`src/rtl/dac_i2s_tx_pkg.sv`:
```
// Shared DAC definitions: counter geometry, clock tap positions and the
// slot-to-bit mapping used by the I2S serialiser.
package dac_i2s_tx_pkg;

  localparam int DAC_CTR_W    = 10;
  localparam int DAC_MCLK_BIT = 1;
  localparam int DAC_SCLK_BIT = 3;
  localparam int DAC_LRCK_BIT = 9;
  localparam int DAC_SLOT_W   = DAC_LRCK_BIT - DAC_SCLK_BIT - 1;

  // I2S one-bit delay: slot 0 is idle, slots 1..w carry the sample MSB
  // first, anything past the sample width pads with zero.
  function automatic logic dac_slot_bit(input logic [31:0] smp,
                                        input logic [5:0] w,
                                        input logic [DAC_SLOT_W-1:0] slot);
    logic [5:0] idx;
    idx = w - {1'b0, slot};
    if (slot == '0 || {1'b0, slot} > w) begin
      return 1'b0;
    end
    return smp[idx[4:0]];
  endfunction

endpackage

```
`src/rtl/dac_i2s_tx_if.sv`:
```
// Sample handshake between an audio producer and the DAC transmitter.
interface dac_i2s_tx_if #(parameter int SMP_W = 16);

  logic [SMP_W-1:0] snd_l;
  logic [SMP_W-1:0] snd_r;
  logic             snd_valid;
  logic             snd_ready;

  modport master (output snd_l, output snd_r, output snd_valid, input snd_ready);
  modport slave  (input snd_l, input snd_r, input snd_valid, output snd_ready);

endinterface

```
`src/rtl/dac_i2s_tx_clkgen.sv`:
```
// Frame counter for the DAC: derives mclk/sclk/lrck directly from counter
// bits and produces the frame-load and data-update strobes.
module dac_i2s_tx_clkgen
  import dac_i2s_tx_pkg::*;
(
  input  logic                  clk_i,
  input  logic                  rst_i,
  input  logic                  en_i,
  output logic                  mclk_o,
  output logic                  sclk_o,
  output logic                  lrck_o,
  output logic                  load_o,
  output logic                  upd_o,
  output logic [DAC_SLOT_W-1:0] nxtSlot_o,
  output logic                  nxtRight_o
);

  localparam logic [DAC_CTR_W-1:0] CTR_ONE = DAC_CTR_W'(1);

  logic [DAC_CTR_W-1:0] ctr_q;
  logic [DAC_CTR_W-1:0] ctr_d;
  logic [DAC_CTR_W-1:0] ctrInc;

  assign ctrInc = ctr_q + CTR_ONE;

  // Free-running while enabled, parked at zero otherwise.
  always_comb begin
    ctr_d = '0;
    if (en_i) begin
      ctr_d = ctrInc;
    end
  end

  // Counter register, on the falling clock edge like the rest of the mapper.
  always_ff @(negedge clk_i or posedge rst_i) begin
    if (rst_i) begin
      ctr_q <= '0;
    end else begin
      ctr_q <= ctr_d;
    end
  end

  assign mclk_o     = ctr_q[DAC_MCLK_BIT];
  assign sclk_o     = ctr_q[DAC_SCLK_BIT];
  assign lrck_o     = ctr_q[DAC_LRCK_BIT];
  assign load_o     = en_i & (ctr_q == '1);
  assign upd_o      = en_i & (ctr_q[DAC_SCLK_BIT:0] == '1);
  assign nxtSlot_o  = ctrInc[DAC_LRCK_BIT-1:DAC_SCLK_BIT+1];
  assign nxtRight_o = ctrInc[DAC_LRCK_BIT];

endmodule

```
`src/rtl/dac_i2s_tx.sv`:
```
// I2S transmitter for the cartridge audio DAC: one-deep holding register
// fed by a valid/ready handshake, a per-frame shadow pair and the serialiser.
module dac_i2s_tx
  import dac_i2s_tx_pkg::*;
#(
  parameter int SMP_W    = 16,
  parameter bit UND_HOLD = 1'b1
) (
  input  logic       clk,
  input  logic       sys_rst,
  input  logic       en,
  input  logic       mute,
  dac_i2s_tx_if.slave snd,
  output logic       dac_mclk,
  output logic       dac_sclk,
  output logic       dac_lrck,
  output logic       dac_sdin,
  output logic       frame_stb,
  output logic       underrun
);

  logic                  load;
  logic                  upd;
  logic [DAC_SLOT_W-1:0] nxtSlot;
  logic                  nxtRight;
  logic                  xfer;
  logic                  nxtBit;

  logic             holdFull_q;
  logic [SMP_W-1:0] holdL_q;
  logic [SMP_W-1:0] holdR_q;
  logic [SMP_W-1:0] shadowL_q;
  logic [SMP_W-1:0] shadowR_q;
  logic             frameStb_q;
  logic             underrun_q;
  logic             sdin_q;

  dac_i2s_tx_clkgen u_clkgen (
    .clk_i      (clk),
    .rst_i      (sys_rst),
    .en_i       (en),
    .mclk_o     (dac_mclk),
    .sclk_o     (dac_sclk),
    .lrck_o     (dac_lrck),
    .load_o     (load),
    .upd_o      (upd),
    .nxtSlot_o  (nxtSlot),
    .nxtRight_o (nxtRight)
  );

  // A full holding slot is freed on the load cycle, so it can refill at once.
  assign snd.snd_ready = ~holdFull_q | load;
  assign xfer          = snd.snd_valid & snd.snd_ready;

  // Holding/shadow pair: load once per frame, bypass straight into the shadow
  // when a pair arrives exactly on an empty load cycle, flag underruns.
  always_ff @(negedge clk or posedge sys_rst) begin
    if (sys_rst) begin
      holdFull_q <= 1'b0;
      holdL_q    <= '0;
      holdR_q    <= '0;
      shadowL_q  <= '0;
      shadowR_q  <= '0;
      frameStb_q <= 1'b0;
      underrun_q <= 1'b0;
    end else begin
      frameStb_q <= load;
      underrun_q <= load & ~holdFull_q & ~snd.snd_valid;
      if (load) begin
        if (holdFull_q) begin
          shadowL_q  <= holdL_q;
          shadowR_q  <= holdR_q;
          holdFull_q <= xfer;
          if (xfer) begin
            holdL_q <= snd.snd_l;
            holdR_q <= snd.snd_r;
          end
        end else if (snd.snd_valid) begin
          shadowL_q <= snd.snd_l;
          shadowR_q <= snd.snd_r;
        end else if (!UND_HOLD) begin
          shadowL_q <= '0;
          shadowR_q <= '0;
        end
      end else if (xfer) begin
        holdL_q    <= snd.snd_l;
        holdR_q    <= snd.snd_r;
        holdFull_q <= 1'b1;
      end
    end
  end

  assign nxtBit = dac_slot_bit(nxtRight ? 32'(shadowR_q) : 32'(shadowL_q),
                               6'(SMP_W), nxtSlot);

  // Serial data register: moves with the sclk falling edge, so it is settled
  // well before the DAC samples on sclk rising.
  always_ff @(negedge clk or posedge sys_rst) begin
    if (sys_rst) begin
      sdin_q <= 1'b0;
    end else if (!en) begin
      sdin_q <= 1'b0;
    end else if (upd) begin
      sdin_q <= mute ? 1'b0 : nxtBit;
    end
  end

  assign dac_sdin  = sdin_q;
  assign frame_stb = frameStb_q;
  assign underrun  = underrun_q;

endmodule

```
`src/flat_wrapper.sv`:
```
// flat-port wrapper written by rule: the top's interface ports become plain ports
module dac_i2s_tx_flat import dac_i2s_tx_pkg::*;
#(
  parameter int SMP_W    = 16,
  parameter bit UND_HOLD = 1'b1
)
  (clk, sys_rst, en, mute, dac_mclk, dac_sclk, dac_lrck, dac_sdin, frame_stb, underrun, snd_snd_l, snd_snd_r, snd_snd_valid, snd_snd_ready);
  dac_i2s_tx_if #(.SMP_W(SMP_W)) snd_i ();
  input  logic clk;
  input  logic sys_rst;
  input  logic en;
  input  logic mute;
  output logic dac_mclk;
  output logic dac_sclk;
  output logic dac_lrck;
  output logic dac_sdin;
  output logic frame_stb;
  output logic underrun;
  input wire logic [$bits(snd_i.snd_l)-1:0] snd_snd_l;
  input wire logic [$bits(snd_i.snd_r)-1:0] snd_snd_r;
  input wire logic [$bits(snd_i.snd_valid)-1:0] snd_snd_valid;
  output wire logic [$bits(snd_i.snd_ready)-1:0] snd_snd_ready;
  assign snd_i.snd_l = snd_snd_l;
  assign snd_i.snd_r = snd_snd_r;
  assign snd_i.snd_valid = snd_snd_valid;
  assign snd_snd_ready = snd_i.snd_ready;
  dac_i2s_tx #(.SMP_W(SMP_W), .UND_HOLD(UND_HOLD)) u_core (.clk(clk), .sys_rst(sys_rst), .en(en), .mute(mute), .snd(snd_i), .dac_mclk(dac_mclk), .dac_sclk(dac_sclk), .dac_lrck(dac_lrck), .dac_sdin(dac_sdin), .frame_stb(frame_stb), .underrun(underrun));
endmodule
```
`config.mk`:
```
export PLATFORM = sky130hd
export DESIGN_NAME = dac_i2s_tx_flat
export DESIGN_NICKNAME = d
export VERILOG_FILES = /design/src/rtl/dac_i2s_tx_pkg.sv /design/src/rtl/dac_i2s_tx_if.sv /design/src/rtl/dac_i2s_tx_clkgen.sv /design/src/rtl/dac_i2s_tx.sv /design/src/flat_wrapper.sv
export SDC_FILE = /design/constraint.sdc
export NUM_CORES = 1
export LEC_CHECK = 0
export ABC_AREA = 1
export BUFFER_PORTS_ARGS = -buffer_cell sky130_fd_sc_hd__buf_4
export CAP_MARGIN = 10
export CORE_MARGIN = 2
export CORE_UTILIZATION = 55
export DETAILED_ROUTE_END_ITERATION = 8
export GPL_TIMING_DRIVEN = 1
export PLACE_DENSITY = 0.76
export RECOVER_POWER = 25
export SYNTH_ARGS = -nofsm -noshare
export SYNTH_HDL_FRONTEND = slang
export SYNTH_SLANG_ARGS = --single-unit
```
`constraint.sdc`:
```
create_clock -name clk -period 4.3 [get_ports clk]
set_input_delay 0.43 -clock clk [delete_from_list [all_inputs] [get_ports clk]]
set_output_delay 0.43 -clock clk [all_outputs]
set_load 0.01 [all_outputs]
```
# Yosys cells after proc, flatten, opt, wreduce, memory -nomap -nowiden
# Index checks and enable logic that the tools add are counted.
# Widths: inputs -> output; s select.
# word_totals
output_inout_bits	7
inputBits	37
ff_bits	78
wordCells	53
# classes
n_eq_ne	4
addsub	2
n_reduce_logical	5
n_bitwise	8
n_mux	23
n_lt_le_gt_ge	2
# ops
cell	count
$mux 16	11
$add 10x1->10 const B	1
$eq 10x10->1 const B	1
$mux 1	10
$mux 10	1
$lt 5x6->1 const B	1
$and 1x1->1	5
$bmux 1 s5	1
$gt 5x5->1 const B	1
$logic_not 5->1	1
$sub 5x5->5 const A	1
$eq 4x4->1 const B	1
$reduce_bool 2->1	2
$ne 2x1->1 const B	1
$ne 2x2->1 const B	1
$not 1->1	2
$reduce_and 2->1	1
$logic_or 1x1->1	1
$or 1x1->1	1

# Depth between registers and ports, before layout
# Gate-level depths: netlist (run 1).
# logic_depth
word_depth	8
depth_mapped	14
ltp_nobuf	13

# Cells and area by module
# Synthesis (run 1) repeated with hierarchy kept, for this count alone.
# unflattened
hier_cells	479
hier_area_um2	3858.7
# modules_own_cells
mod	instances	cells_each	seq_area_each_um2	area_each_um2
dac_i2s_tx	1	409	1701.6	3304.4
dac_i2s_tx_clkgen	1	70	250.2	554.3

==> results of run 1 <==
-- routing by layer --
metal,global-route usage,up-vias,routed length (um)
li1,-,1581,-
met1,0.3065,1463,3580
met2,0.3560,77,3844
met3,0.03981,16,317
met4,0.1091,0,154
met5,0,-,0
-- path summary, 6_finish.rpt --
kind	startpoint	to	slack [ns]
max	u_core.u_clkgen.ctr_q[0]	snd_snd_ready	-0.1
min	u_core.holdR_q[13]	u_core.holdR_q[13]	0.43
max reg2reg	u_core.u_clkgen.ctr_q[0]	u_core.shadowL_q[2]	1.74
min reg2reg	u_core.holdR_q[13]	u_core.holdR_q[13]	0.43
max in group asynchronous	sys_rst	u_core.holdR_q[10]	0.65
min in group asynchronous	sys_rst	u_core.holdL_q[13]	2.28
-- registers in the layout, indices dropped and copies added, names as in the netlist --
signal and flops:
u_core.holdL_q 16, u_core.holdR_q 16, u_core.shadowL_q 16, u_core.shadowR_q 16
u_core.u_clkgen.ctr_q 10, u_core.dac_sdin 1, u_core.frame_stb 1, u_core.holdFull_q 1
u_core.underrun 1
-- worst max-delay path, delay by kind of cell (launching register included) --
family / cells / cell delay (ns)
fa+ha+maj: 1 / 0.20
flops: 1 / 0.43
simple gates: 6 / 0.61
buf+inv: 3 / 0.25
-- synthesized netlist by cell type --
library cell	instances
xnor2_1	1
nand2_4	1
inv_2	3
mux2_4	7
o21ai_1	45
nand3_2	3
clkbuf_1	12
o21bai_1	1
clkinv_1	1
buf_6	2
ha_1	2
nand2_2	3
nor2_1	18
buf_2	5
or2_2	2
xor2_1	3
nand4_1	1
inv_1	39
dfrtn_1	78
buf_4	2
nand2_1	136
clkbuf_2	1
a31oi_1	7
and2_1	1
nor4_4	2
nand3_1	38
a21oi_1	4
nor2_4	4
o21ai_0	34
-- through the flow --
step / worst slack, ns / util / setup TNS (ns)
floorplan: 0.3052 / - / 0
CTS: -0.02242 / 0.6643 / -0.02242
finish: -0.09898 / 0.6631 / -0.09898
global placement: 0.2117 / 0.6243 / 0
global route: -0.1706 / 0.6631 / -0.1706
detailed placement: 0.1753 / 0.6243 / 0
-- cells by family (layout without fill, tap and decap cells) --
kind of cell | count (synthesis) | in the layout | share of synthesized area
adders and majority gates | 2 | 2 | 0.006587
and+or+nand+nor | 209 | 209 | 0.2477
xor gates and xnor gates | 4 | 4 | 0.009224
muxes | 7 | 7 | 0.02767
AOI/OAI and AO/OA | 91 | 91 | 0.1229
DFF | 78 | 78 | 0.5138
buffers and inverters | 65 | 122 | 0.07213
-- final cells by class --
class | instances | area share
tap | 80 | 0.02234
clock buffer | 13 | 0.03770
multi-input combinational | 313 | 0.3516
clock inverter | 1 | 0.001117
sequential | 78 | 0.4356
inverter | 43 | 0.03686
timing repair buffer | 65 | 0.1148
-- what timing repair did --
action | in CTS | in global routing
gates resized for setup | 2 | 2
pin swaps | 4 | 0
setup buffers | 12 | 1
endpoints found under the setup margin | 1 | 26
-- power groups by stage --
stage	registers [mW]	logic, mW	clock network, mW
after floorplan	0.904	0.195	0
after global placement	0.918	0.256	0
after detailed placement	0.922	0.266	0
after CTS	0.910	0.273	0.506
after global routing	0.923	0.307	0.539
final	0.911	0.267	0.496
==> impl_metrics.env, run 1 <==
export IMPL_io_buffers=43
export IMPL_rsz0062_at_grt="yes"
export IMPL_p_sw_mw=0.4373
export IMPL_yosysWarnings=0
export IMPL_design_power_total_mw=1.673
export IMPL_cap_violations=0
export IMPL_die_h_um=87.11
export IMPL_gr_total_overflow=0
export IMPL_cp_max_fo=2
export IMPL_clk_pin_slew_ns=0.05
export IMPL_grt_usage=0.2268
export IMPL_ctsHtreeMaxLevel=3
export IMPL_hold_class="reg -> reg"
export IMPL_nFillCells=586
export IMPL_status="finished, violations left"
export IMPL_worst_slew_pin_slew_ns=0.9083
export IMPL_setup_slack_ns=-0.09898
export IMPL_vias=3137
export IMPL_critPathSlowestCell="dfrtn_1"
export IMPL_instances_no_fill=593
export IMPL_final_antenna_net_count=0
export IMPL_clock_latency_ns=0.33
export IMPL_intPower_mw=1.236
export IMPL_drive_gt1_frac=0.2047
export IMPL_syn_area_mm2=0.003799
export IMPL_diodes=0
export IMPL_core_area_mm2=0.006756
export IMPL_finalWeightedCongestion=0.9064
export IMPL_avgViaCountPerCell=5.290
export IMPL_cts_tree="yes"
export IMPL_p_per_area_mw_per_mm2=373.5
export IMPL_setup_viol=1
export IMPL_clock_power_share=0.296
export IMPL_drv_slew=0
export IMPL_clkSinkCount=78
export IMPL_synth_area_leaders="dfrtn_1, nand2_1, o21ai_1, nand3_1, o21ai_0"
export IMPL_pin_count=44
export IMPL_slew_headroom=0.3911
export IMPL_postSynthAreaPerCell_um2=8.330
export IMPL_grt_pass1_wl_mm=13.57
export IMPL_nets=549
export IMPL_netlist_instances=456
export IMPL_fin_worst_skew_ns=0.005698
export IMPL_r2r_cells=17
export IMPL_final_common_cell="nand2_1"
export IMPL_swShare=0.2614
export IMPL_numCtsBuffers=9
export IMPL_hold_violations=0
export IMPL_ir_drop_uv=196.6
export IMPL_violations="negative setup slack"
export IMPL_rows=30
export IMPL_holdWs_ns=0.4289
export IMPL_critical_path_cell_chain="ha_2 -> nand2_2 -> nor2_4 -> nand2_2 -> nor2_4 -> inv_2 -> nor4_4 -> inv_2 -> nand2_4 -> buf_6"
export IMPL_seqPwrFrac=0.545
export IMPL_cp_end_kind="output port"
export IMPL_dp_hpwl_mm=5.425
export IMPL_multi_input_area_mm2=0.001575
export IMPL_ys_types=29
export IMPL_power_share_combinational=0.159
export IMPL_antenna_found_initial=0
export IMPL_root_buffer="clkbuf_8"
export IMPL_critPathKind="reg -> out"
export IMPL_placed_cells=566
export IMPL_ctsHoldBuffers=0
export IMPL_arrival_ns=3.97
export IMPL_start_util=0.5622
export IMPL_wl_mm=7.896
export IMPL_area_growth_pct=17.95
export IMPL_required_ns=3.87
export IMPL_ys_seq_area_frac=0.5138
export IMPL_drc=0
export IMPL_synth_top_area_cell="dfrtn_1"
export IMPL_syn_nets=495
export IMPL_clockBufferDepth=2
export IMPL_avgRoutedWirePerCell_um=13.32
export IMPL_ys_seq_elements=78
export IMPL_grt_pass1_vias=3056
export IMPL_grt_max_degree=58
export IMPL_holdPathStages=2
export IMPL_leakage_nw=2.190
export IMPL_placed_cell_area_mm2=0.004218
export IMPL_drtIter0Drc=223
export IMPL_die_w_um=87.11
export IMPL_critPathMaxStageDelay_ns=0.43
export IMPL_fin_area_mm2=0.004481
export IMPL_dieArea_mm2=0.007587
export IMPL_final_cell_mix="nand2_1, dfrtn_1, buf_4"
export IMPL_startpoint_type="flop"
export IMPL_drt_first_pass_iters=5
export IMPL_synth_top_area_share=0.5138
export IMPL_final_seq_area_mm2=0.001952
Power figures use the tool's default switching activity.
==> run 2: changes to the inputs <==
Clock period 4.3 ns to 4.4 ns, I/O delays scaled along.
==> impl_metrics.env, run 2 (synthesis gave the netlist of run 1 again) <==
export IMPL_slew_headroom=-0.2444
export IMPL_pin_count=44
export IMPL_avgViaCountPerCell=5.305
export IMPL_grt_pass1_wl_mm=13.97
export IMPL_cp_max_fo=3
export IMPL_ir_drop_uv=217.8
export IMPL_crit_family="simple AND/OR/NAND/NOR gates"
export IMPL_finalWeightedCongestion=0.9154
export IMPL_core_area_mm2=0.006756
export IMPL_arrival_ns=4.04
export IMPL_placed_cell_area_mm2=0.004205
export IMPL_placed_cells=566
export IMPL_required_ns=3.96
export IMPL_r2r_cells=21
export IMPL_p_per_area_mw_per_mm2=377.4
export IMPL_critical_path_cell_chain="ha_2 -> nand2_2 -> nor2_4 -> nand2_2 -> nor2_4 -> inv_2 -> nor4_4 -> inv_2 -> nand2_4 -> buf_6"
export IMPL_dp_hpwl_mm=5.330
export IMPL_drtIter0Drc=261
export IMPL_hold_class="reg -> reg"
export IMPL_dieArea_mm2=0.007587
export IMPL_setup_viol=15
export IMPL_critPathKind="reg -> out"
export IMPL_multi_input_area_mm2=0.001628
export IMPL_grt_max_degree=79
export IMPL_diodes=0
export IMPL_drive_gt1_frac=0.2628
export IMPL_die_w_um=87.11
export IMPL_clock_latency_ns=0.34
export IMPL_r2r_start="u_core.u_clkgen.ctr_q[0]"
export IMPL_start_util=0.5622
export IMPL_final_common_cell="nand2_1"
export IMPL_avgRoutedWirePerCell_um=14.18
export IMPL_final_seq_area_mm2=0.001952
export IMPL_root_buffer="clkbuf_8"
export IMPL_antenna_found_initial=0
export IMPL_cp_num_buf_inv=3
export IMPL_swShare=0.2537
export IMPL_r2r_end="u_core.shadowL_q[14]"
export IMPL_status="finished, violations left"
export IMPL_vias=3231
export IMPL_worst_slew_pin_slew_ns=1.867
export IMPL_nets=563
export IMPL_wl_mm=8.633
export IMPL_clk_pin_slew_ns=0.05
export IMPL_cts_tree="yes"
export IMPL_grt_usage=0.2325
export IMPL_fin_worst_skew_ns=0.006992
export IMPL_drt_first_pass_iters=4
export IMPL_drv_slew=79
export IMPL_numCtsBuffers=9
export IMPL_rsz0062_at_grt="yes"
export IMPL_holdPathStages=1
export IMPL_p_sw_mw=0.4610
export IMPL_instances_no_fill=609
export IMPL_ctsHtreeMaxLevel=3
export IMPL_io_buffers=43
export IMPL_violations="max-capacitance violations, max-slew violations, negative setup slack"
export IMPL_drc=0
export IMPL_clock_power_share=0.365
export IMPL_leakage_nw=2.316
export IMPL_die_h_um=87.11
export IMPL_critPathMaxStageDelay_ns=0.46
export IMPL_seqPwrFrac=0.491
export IMPL_hold_start="u_core.u_clkgen.ctr_q[0]"
export IMPL_intPower_mw=1.356
export IMPL_reg2reg_slack_ns=1.48
export IMPL_rows=30
export IMPL_power_share_combinational=0.144
export IMPL_hold_violations=0
export IMPL_clkSinkCount=78
export IMPL_cap_violations=1
export IMPL_grt_pass1_vias=3038
export IMPL_nFillCells=511
export IMPL_gr_total_overflow=0
export IMPL_clockBufferDepth=2
export IMPL_setup_slack_ns=-0.07708
export IMPL_critPathSlowestCell="dfrtn_1"
export IMPL_area_growth_pct=26.75
export IMPL_hold_path_end="u_core.u_clkgen.ctr_q[0]"
export IMPL_fin_area_mm2=0.004815
export IMPL_cp_end_kind="output port"
export IMPL_final_antenna_net_count=0
export IMPL_final_cell_mix="nand2_1, dfrtn_1, buf_4"
export IMPL_startpoint_type="flop"
run 2: final cells by class:
class / instances / area share
Sequential cell: 78 / 0.4054
Multi-Input combinational cell: 313 / 0.3381
Timing Repair Buffer: 76 / 0.1377
Inverter: 43 / 0.03716
Clock buffer: 11 / 0.02937
Clock inverter: 5 / 0.02209
Tap cell: 80 / 0.02079
Timing Repair inverter: 3 / 0.009356
run 2: worst max path at each step:
stage / startpoint / endpoint / slack [ns] / cells after the start
floorplan: u_core.u_clkgen.ctr_q[1] / snd_snd_ready / 0.35 / 9
global placement: u_core.u_clkgen.ctr_q[0] / snd_snd_ready / 0.15 / 10
detailed placement: en / u_core.holdR_q[13] / 0.12 / 8
CTS: u_core.u_clkgen.ctr_q[0] / snd_snd_ready / -0.09 / 10
global route: u_core.u_clkgen.ctr_q[0] / snd_snd_ready / -0.17 / 10
finish: u_core.u_clkgen.ctr_q[0] / snd_snd_ready / -0.08 / 10
run 2: power groups by stage:
stage | Sequential (mW) | Clock (mW) | Combinational [mW]
final | 0.892 | 0.664 | 0.262
after global routing | 0.904 | 0.701 | 0.303
after CTS | 0.890 | 0.666 | 0.261
after detailed placement | 0.902 | 0 | 0.257
after global placement | 0.898 | 0 | 0.247
after floorplan | 0.884 | 0 | 0.190
run 2: routing by layer:
metal	up-vias	GRT usage	wire (um)
li1	1611	-	-
met5	-	0	0
met2	84	0.3491	4077
met4	0	0.1021	208
met3	20	0.04171	377
met1	1516	0.3321	3970
run 2: worst register-to-register path: stages (launching register included):
cell,delay (ns)
dfrtn_1,0.46
ha_2,0.21
nand2_2,0.08
nor2_4,0.13
nand2_2,0.08
nor2_4,0.10
inv_2,0.06
nor4_4,0.14
inv_2,0.08
buf_4,0.13
buf_4,0.12
buf_4,0.12
buf_4,0.13
buf_4,0.12
buf_4,0.12
buf_4,0.13
nor2_4,0.12
buf_12,0.16
buf_12,0.13
inv_16,0.06
nand2_1,0.05
o21ai_1,0.05
run 2: timing repair:
item,4_1_cts,5_1_grt
hold buffers,0,0
setup buffers,14,9
pin swaps,4,5
gates cloned,0,4
gates resized for setup,3,32
endpoints found under the setup margin,1,27
run 2: through the flow:
| step | utilization | power [mW] | hold slack, ns | TNS, ns | worst slack, ns |
|---|---|---|---|---|---|
| finish | 0.7126 | 1.817 | 0.4173 | -0.2101 | -0.07708 |
| global route | 0.7126 | 1.907 | 0.4212 | -2.117 | -0.1707 |
| CTS | 0.6759 | 1.817 | 0.4259 | -0.09112 | -0.09112 |
| detailed placement | 0.6224 | 1.159 | 0.4235 | 0 | 0.1218 |
| global placement | 0.6224 | 1.145 | 0.4209 | 0 | 0.1536 |
| floorplan | - | 1.074 | 0.3776 | 0 | 0.3452 |
